`config.mk`:
```
export PLATFORM = sky130hd
export DESIGN_NAME = dino_jump_ctrl
export DESIGN_NICKNAME = d
export VERILOG_FILES = /design/src/rtl/dino_pkg.sv /design/src/rtl/dino_edge_detect.sv /design/src/rtl/dino_jump_ctrl.sv
export SDC_FILE = /design/constraint.sdc
export NUM_CORES = 1
export LEC_CHECK = 0
export CAP_MARGIN = 25
export CORE_ASPECT_RATIO = 1.1
export CORE_MARGIN = 10
export CORE_UTILIZATION = 55
export DETAILED_ROUTE_END_ITERATION = 10
export PLACE_DENSITY = 0.75
export SKIP_CTS_REPAIR_TIMING = 1
export SLEW_MARGIN = 15
export SYNTH_ARGS = -nofsm -noshare
export SYNTH_HDL_FRONTEND = slang
export SYNTH_SLANG_ARGS = --single-unit
```
`constraint.sdc`:
```
create_clock -name CLK -period 3.3 [get_ports CLK]
set_clock_uncertainty 0.15 [all_clocks]
set_input_delay 0.66 -clock CLK [delete_from_list [all_inputs] [get_ports CLK]]
set_output_delay 0.66 -clock CLK [all_outputs]
set_load 0.1 [all_outputs]
```
`src/rtl/dino_pkg.sv`:
```
// Shared types and default geometry for the runner game (jump controller, renderer, collision checker).
package dino_pkg;

   typedef enum logic [2:0] {
      IDLE = 3'd0,
      RUN  = 3'd1,
      RISE = 3'd2,
      HANG = 3'd3,
      FALL = 3'd4,
      OVER = 3'd5
   } state_t;

   localparam int DINO_HEIGHT_W   = 6;
   localparam int DINO_MAX_HEIGHT = 40;
   localparam int DINO_V0         = 7;
   localparam int DINO_GRAVITY    = 1;
   localparam int DINO_HANG_TICKS = 2;
   localparam int DINO_CNT_W      = 16;

endpackage

```
`src/rtl/dino_edge_detect.sv`:
```
// Jump button edge detector with a pending-jump latch that holds a press until the next frame tick.
module dino_edge_detect (
   input  logic i_clk,
   input  logic i_rst,
   input  logic i_btn,
   input  logic i_arm,
   input  logic i_clr,
   input  logic i_consume,
   output logic o_press,
   output logic o_pending
);

   logic r_btn_q;
   logic r_pending;

   assign o_press   = i_btn & ~r_btn_q;
   assign o_pending = r_pending;

   always_ff @(posedge i_clk) begin
      if (i_rst) begin
         r_btn_q   <= 1'b0;
         r_pending <= 1'b0;
      end else begin
         r_btn_q <= i_btn;
         // a press landing on the consuming tick is dropped rather than queued
         if (i_clr || i_consume) r_pending <= 1'b0;
         else if (o_press && i_arm) r_pending <= 1'b1;
      end
   end

endmodule

```
`src/rtl/dino_jump_ctrl.sv`:
```
// Dinosaur jump physics and game-state FSM, advanced once per frame tick.
// Optional DINO_DOUBLE_JUMP_EN allows one extra airborne press per jump.
module dino_jump_ctrl
   import dino_pkg::*;
#(
   parameter int HEIGHT_W   = DINO_HEIGHT_W,
   parameter int MAX_HEIGHT = DINO_MAX_HEIGHT,
   parameter int V0         = DINO_V0,
   parameter int GRAVITY    = DINO_GRAVITY,
   parameter int HANG_TICKS = DINO_HANG_TICKS,
   parameter int CNT_W      = DINO_CNT_W
) (
   input  logic                CLK,
   input  logic                RST,
   input  logic                tick,
   input  logic                button_jump,
   input  logic                collision,
   output logic [HEIGHT_W-1:0] dinosaur_height,
   output logic                game_status,
   output logic                game_over,
   output logic                airborne,
   output logic [CNT_W-1:0]    jump_count
);

   localparam int VEL_W = $clog2(V0 + 1);
   localparam int VS_W  = VEL_W + 1;
   localparam int SUM_W = HEIGHT_W + 1;
   localparam int HC_W  = (HANG_TICKS < 1) ? 1 : $clog2(HANG_TICKS + 1);

   if (MAX_HEIGHT >= (1 << HEIGHT_W)) begin : g_bad_max
      $error("MAX_HEIGHT must be below 2**HEIGHT_W");
   end
   if (GRAVITY < 1 || GRAVITY > V0) begin : g_bad_grav
      $error("GRAVITY must satisfy 1 <= GRAVITY <= V0");
   end

   state_t              r_state, w_state_nxt;
   logic [HEIGHT_W-1:0] r_height, w_height_nxt;
   logic [VEL_W-1:0]    r_vel, w_vel_nxt;
   logic [HC_W-1:0]     r_hang, w_hang_nxt;
   logic [CNT_W-1:0]    r_cnt, w_cnt_nxt, w_cnt_inc;
   logic                r_status, r_over, r_air;

   logic                w_press, w_pending, w_arm, w_clr, w_consume;
   logic                w_in_air, w_dbl, w_air_arm;
   logic [VEL_W-1:0]    w_rv, w_rise_v, w_fall_v;
   logic [SUM_W-1:0]    w_sum;
   logic [HEIGHT_W-1:0] w_rise_h, w_fall_h;
   logic                w_rise_hang;
   logic [VS_W-1:0]     w_vsum;

   dino_edge_detect u_edge (
      .i_clk     (CLK),
      .i_rst     (RST),
      .i_btn     (button_jump),
      .i_arm     (w_arm),
      .i_clr     (w_clr),
      .i_consume (w_consume),
      .o_press   (w_press),
      .o_pending (w_pending)
   );

   assign w_in_air = (r_state == RISE) || (r_state == HANG) || (r_state == FALL);

`ifdef DINO_DOUBLE_JUMP_EN
   logic r_used;
   assign w_dbl     = w_pending & w_in_air;
   assign w_air_arm = ~r_used;

   always_ff @(posedge CLK) begin
      if (RST) r_used <= 1'b0;
      else if (w_state_nxt == RUN || w_state_nxt == OVER) r_used <= 1'b0;
      else if (w_consume && w_dbl) r_used <= 1'b1;
   end
`else
   assign w_dbl     = 1'b0;
   assign w_air_arm = 1'b0;
`endif

   // rise step; a double jump reuses it with the velocity reloaded to V0
   assign w_rv        = w_dbl ? VEL_W'(V0) : r_vel;
   assign w_sum       = SUM_W'(r_height) + SUM_W'(w_rv);
   assign w_rise_h    = (w_sum >= SUM_W'(MAX_HEIGHT)) ? HEIGHT_W'(MAX_HEIGHT) : w_sum[HEIGHT_W-1:0];
   assign w_rise_hang = (w_rv <= VEL_W'(GRAVITY)) || (w_sum >= SUM_W'(MAX_HEIGHT));
   assign w_rise_v    = w_rv - VEL_W'(GRAVITY);

   assign w_fall_h    = (SUM_W'(r_height) > SUM_W'(r_vel)) ? (r_height - HEIGHT_W'(r_vel)) : '0;
   assign w_vsum      = VS_W'(r_vel) + VS_W'(GRAVITY);
   assign w_fall_v    = (w_vsum > VS_W'(V0)) ? VEL_W'(V0) : w_vsum[VEL_W-1:0];

   assign w_cnt_inc   = (&r_cnt) ? r_cnt : r_cnt + CNT_W'(1);

   always_comb begin
      w_state_nxt  = r_state;
      w_height_nxt = r_height;
      w_vel_nxt    = r_vel;
      w_hang_nxt   = r_hang;
      w_cnt_nxt    = r_cnt;
      w_arm        = 1'b0;
      w_clr        = 1'b0;
      w_consume    = 1'b0;
      case (r_state)
         IDLE: begin
            w_clr = 1'b1;
            if (w_press) w_state_nxt = RUN;
         end
         RUN: begin
            w_arm = 1'b1;
            if (collision) begin
               w_state_nxt = OVER;
               w_clr       = 1'b1;
            end else if (tick && w_pending) begin
               w_consume   = 1'b1;
               w_vel_nxt   = VEL_W'(V0);
               w_cnt_nxt   = w_cnt_inc;
               w_state_nxt = RISE;
            end
         end
         RISE, HANG, FALL: begin
            w_arm = w_air_arm;
            if (collision) begin
               w_state_nxt = OVER;
               w_clr       = 1'b1;
            end else if (tick) begin
               if (w_dbl) begin
                  w_consume    = 1'b1;
                  w_cnt_nxt    = w_cnt_inc;
                  w_height_nxt = w_rise_h;
                  w_vel_nxt    = w_rise_v;
                  w_state_nxt  = RISE;
               end else if (r_state == RISE) begin
                  w_height_nxt = w_rise_h;
                  w_vel_nxt    = w_rise_v;
                  if (w_rise_hang) begin
                     w_state_nxt = HANG;
                     w_hang_nxt  = HC_W'(HANG_TICKS);
                  end
               end else if (r_state == HANG) begin
                  if (r_hang <= HC_W'(1)) begin
                     w_state_nxt = FALL;
                     w_hang_nxt  = '0;
                     w_vel_nxt   = VEL_W'(GRAVITY);
                  end else begin
                     w_hang_nxt = r_hang - HC_W'(1);
                  end
               end else begin
                  w_height_nxt = w_fall_h;
                  if (w_fall_h == '0) begin
                     w_state_nxt = RUN;
                     w_vel_nxt   = '0;
                  end else begin
                     w_vel_nxt = w_fall_v;
                  end
               end
            end
         end
         OVER: begin
            w_clr = 1'b1;
            if (w_press) begin
               w_state_nxt  = RUN;
               w_height_nxt = '0;
               w_vel_nxt    = '0;
               w_hang_nxt   = '0;
               w_cnt_nxt    = '0;
            end
         end
         default: w_state_nxt = IDLE;
      endcase
   end

   always_ff @(posedge CLK) begin
      if (RST) begin
         r_state  <= IDLE;
         r_height <= '0;
         r_vel    <= '0;
         r_hang   <= '0;
         r_cnt    <= '0;
         r_status <= 1'b0;
         r_over   <= 1'b0;
         r_air    <= 1'b0;
      end else begin
         r_state  <= w_state_nxt;
         r_height <= w_height_nxt;
         r_vel    <= w_vel_nxt;
         r_hang   <= w_hang_nxt;
         r_cnt    <= w_cnt_nxt;
         r_status <= w_state_nxt inside {RUN, RISE, HANG, FALL};
         r_over   <= (w_state_nxt == OVER);
         r_air    <= w_state_nxt inside {RISE, HANG, FALL};
      end
   end

   assign dinosaur_height = r_height;
   assign game_status     = r_status;
   assign game_over       = r_over;
   assign airborne        = r_air;
   assign jump_count      = r_cnt;

endmodule

```
==> out/results.tsv <==
stage	metric	value	unit
run_status	status	complete, no violations	
grt	gr usage total	0.161	
yosys	Mapped Avg Cell Area	7.93	µm²
setup_path	CP max stage cell	fa_1	
drt	DRT Pass-1 Iters	4	
layout	Final Non-Filler Cells	385	
drt	Detail Route Antenna Nets	0	
cts	Clk pin slew, worst setup/hold paths	0.07	ns
drt	Vias	2281	
grt	first-pass GRT wire length	10.2	mm
grt	initial antenna violation count	0	
layout	Multi-input gate area	0.00158	mm²
placed_design	placed inst area	0.00268	mm²
yosys	mux cell area share after synthesis	0.0145	
pwr	Worst VDD drop	0.215	mV
placed_design	# port buffers	29	
hold_path	Worst Hold Class	reg2reg	
cts	CTS max path bufs	2	
setup_path	buffers and inverters on the worst path	1	
setup_path	cells along the critical path	inv_1 -> fa_1 -> a211o_2 -> a211oi_4 -> o21ai_2 -> a221o_1 -> and2_1 -> nor2b_1	
cts	CTS tree	yes	
timing	Slew HR	0.630	
die	DIE AREA	0.00745	mm²
die	Core Footprint	0.00429	mm²
setup_path	WP data required	3.31	ns
yosys	Synth Area in Adders	0.0683	
cts	Max H-tree Level	2	
setup_path	crit path kind	reg2reg	
setup_path	Worst Path Arrival	2.94	ns
grt	global route overflow	0	
pwr	Lkg Pwr	1.06	nW
flow_run	max-cap violations	0	
die	Die Height	89.5	µm
yosys	syn_nets	322	
yosys	Mapped Cells	305	
layout	Antenna Cells	0	
placed_design	DP Wirelength	4.61	mm
drt	vias per std cell	5.92	
drt	DRC viols	0	
placed_design	DP Cell Count	378	
yosys	Yosys reg bits	35	
timing	post-layout min period	2.92	ns
yosys	Yosys cell types	67	
setup_path	largest stage delay on the critical path	0.50	ns
yosys	Most used DFF post-synth	dfxtp_1	
layout	NumNets Final	348	
timing	final setup fails	0	
placed_design	GP Congestion	0.952	
yosys	top cell type's share of synthesized area	0.290	
die	Die Wd	83.2	µm
cts	Skew-Pair Late Insertion Delay	0.28	ns
yosys	Seq/Total Area, Yosys	0.290	
yosys	area fraction in compound gates after synthesis	0.237	
drt	initial DRC count	116	
yosys	largest family of logic cells by synthesized area	simple AND/OR/NAND/NOR gates	
timing	Slew @ Worst Pin	0.555	ns
die	initial cell density of the core	0.564	
timing	max-slew violations	0	
yosys	Synth Area in XOR/XNOR	0.0471	
yosys	Synth area leaders	dfxtp_1 29%, nor2_1 5.9%, ha_1 5.2%	
cts	Clock Sinks	35	
setup_path	Crit path max-delay family	compound AO/OA/AOI/OAI gates	
setup_path	Setup crit end kind	register	
layout	fillers	402	
timing	worst hold slack	0.359	ns
yosys	ys async rst share	0	
timing	setup repair after global routing missed its margin	false	
layout	Reg area	701	µm²
drt	Routed WL per cell	15.8	µm
layout	share of layout cells above drive strength 1	0.154	
layout	Layout area overhead	14.3	%
timing	Final Hold Fails	0	
yosys	Ys Warns	0	
timing	final worst-path cycle share	0.886	
die	standard-cell rows	25	
timing	Max Fclk	0.342	GHz
setup_path	CP Max Fanout	6	
cts	Num CTS Buffers	5	
yosys	mapped cell area	0.00242	mm²
timing	setup TNS	0	ns
yosys	EDFF count, synth	0	
yosys	Simple-Gate Fraction of Synth Area	0.287	
layout	Final Util	0.645	
die	Top Ports	30	
setup_path	crit start category	register	
cts	Clock Root Buffer	clkbuf_8	
yosys	area leader, netlist	dfxtp_1	
grt	vias in the first global route	2113	
grt	largest net degree at the start of global routing	22	
pwr	PwrDens	338	mW/mm²
layout	final instance area	0.00276	mm²
drt	Routed WL	6.09	mm
==> cells in the mapped netlist (all sizes together) (3+ instances only) <==
master  number
xnor2        6
xor2         7
and2         4
ha          10
o22ai        3
nand4        8
nand2       19
inv         16
nor2        39
a21oi       21
nor2b        9
nand2b       5
nand3        8
a21o         3
or3          5
and4         3
buf          7
a211oi       4
nor3         9
clkbuf       8
dfxtp       35
and3         3
o21ai       21
a22oi        3
==> cells by family (layout without fill, tap and decap cells) <==
logic type	Yosys count	count (layout)
buffers and inverters	31	57
AO/OA/AOI/OAI	84	84
flip-flops	35	35
adder cells (fa/ha/maj)	12	12
XOR/XNOR	13	13
AND/OR/NAND/NOR	127	127
multiplexers	3	3
==> final cells by class <==
type / instances / area share
multi-input cells: 239 / 0.572
clock inverters: 1 / 0.00181
clock buffers: 6 / 0.0299
inverters: 16 / 0.0217
flip-flops and latches: 35 / 0.254
repair buffers: 34 / 0.0960
well taps: 54 / 0.0245
==> flip-flops by register name (all words and copies together), names as in the netlist <==
register / flops
dinosaur_height: 6
game_status: 1
u_edge.o_pending: 1
game_over: 1
r_vel: 3
u_edge.r_btn_q: 1
jump_count: 16
r_hang: 2
r_state: 3
airborne: 1
==> layout by cell type, fill, tap and decap left out, types with 4 or more instances in the layout <==
cell type and n:
nand3_1 8, nor2_1 38, nor3_1 9, xnor2_1 6, dfxtp_1 35, o21ai_0 20
and2_1 4, ha_1 10, nand4_1 8, or3_1 5, nand2b_1 5, nor2b_1 9
a21oi_1 21, inv_1 16, xor2_1 7, buf_4 30, clkdlybuf4s50_1 4, clkbuf_8 6
nand2_1 19
==> worst reg2reg max path, stage by stage (launching register included) <==
cell and delay, ns:
dfxtp_1 0.45, inv_1 0.17, fa_1 0.50, a211o_2 0.42, a211oi_4 0.29, o21ai_2 0.15, a221o_1 0.38, and2_1 0.17
nor2b_1 0.12
==> stage by stage <==
step	setup slack [ns]	power (mW)
6_report	0.376	0.935
3_5_place_dp	0.364	0.624
5_1_grt	0.232	0.975
3_3_place_gp	0.416	0.622
2_1_floorplan	0.156	0.585
4_1_cts	0.391	0.941
==> where the power goes <==
group,total [mW],switching [mW],internal [mW]
Sequential,0.443,0.0110,0.432
Combinational,0.173,0.112,0.0602
Clock,0.320,0.156,0.164
==> path summary, 6_finish.rpt <==
path                                   start  cells after the start  slack (ns)                    endpoint
setup reg to reg       r_vel[1]$_SDFFE_PP0P_                      8        0.38        game_over$_SDFF_PP0_
hold / removal    jump_count[8]$_SDFFE_PP0P_                      2        0.36  jump_count[8]$_SDFFE_PP0P_
setup / recovery       r_vel[1]$_SDFFE_PP0P_                      8        0.38        game_over$_SDFF_PP0_
hold reg to reg   jump_count[8]$_SDFFE_PP0P_                      2        0.36  jump_count[8]$_SDFFE_PP0P_
==> routing by layer <==
metal  vias up  track usage  routed length (µm)
met3        11       0.0383                 358
met2        60        0.281                2950
met5         -            0                   0
met4         0       0.0480                  92
li1       1159            -                   -
met1      1051        0.193                2690
Power figures use the tool's default switching activity.
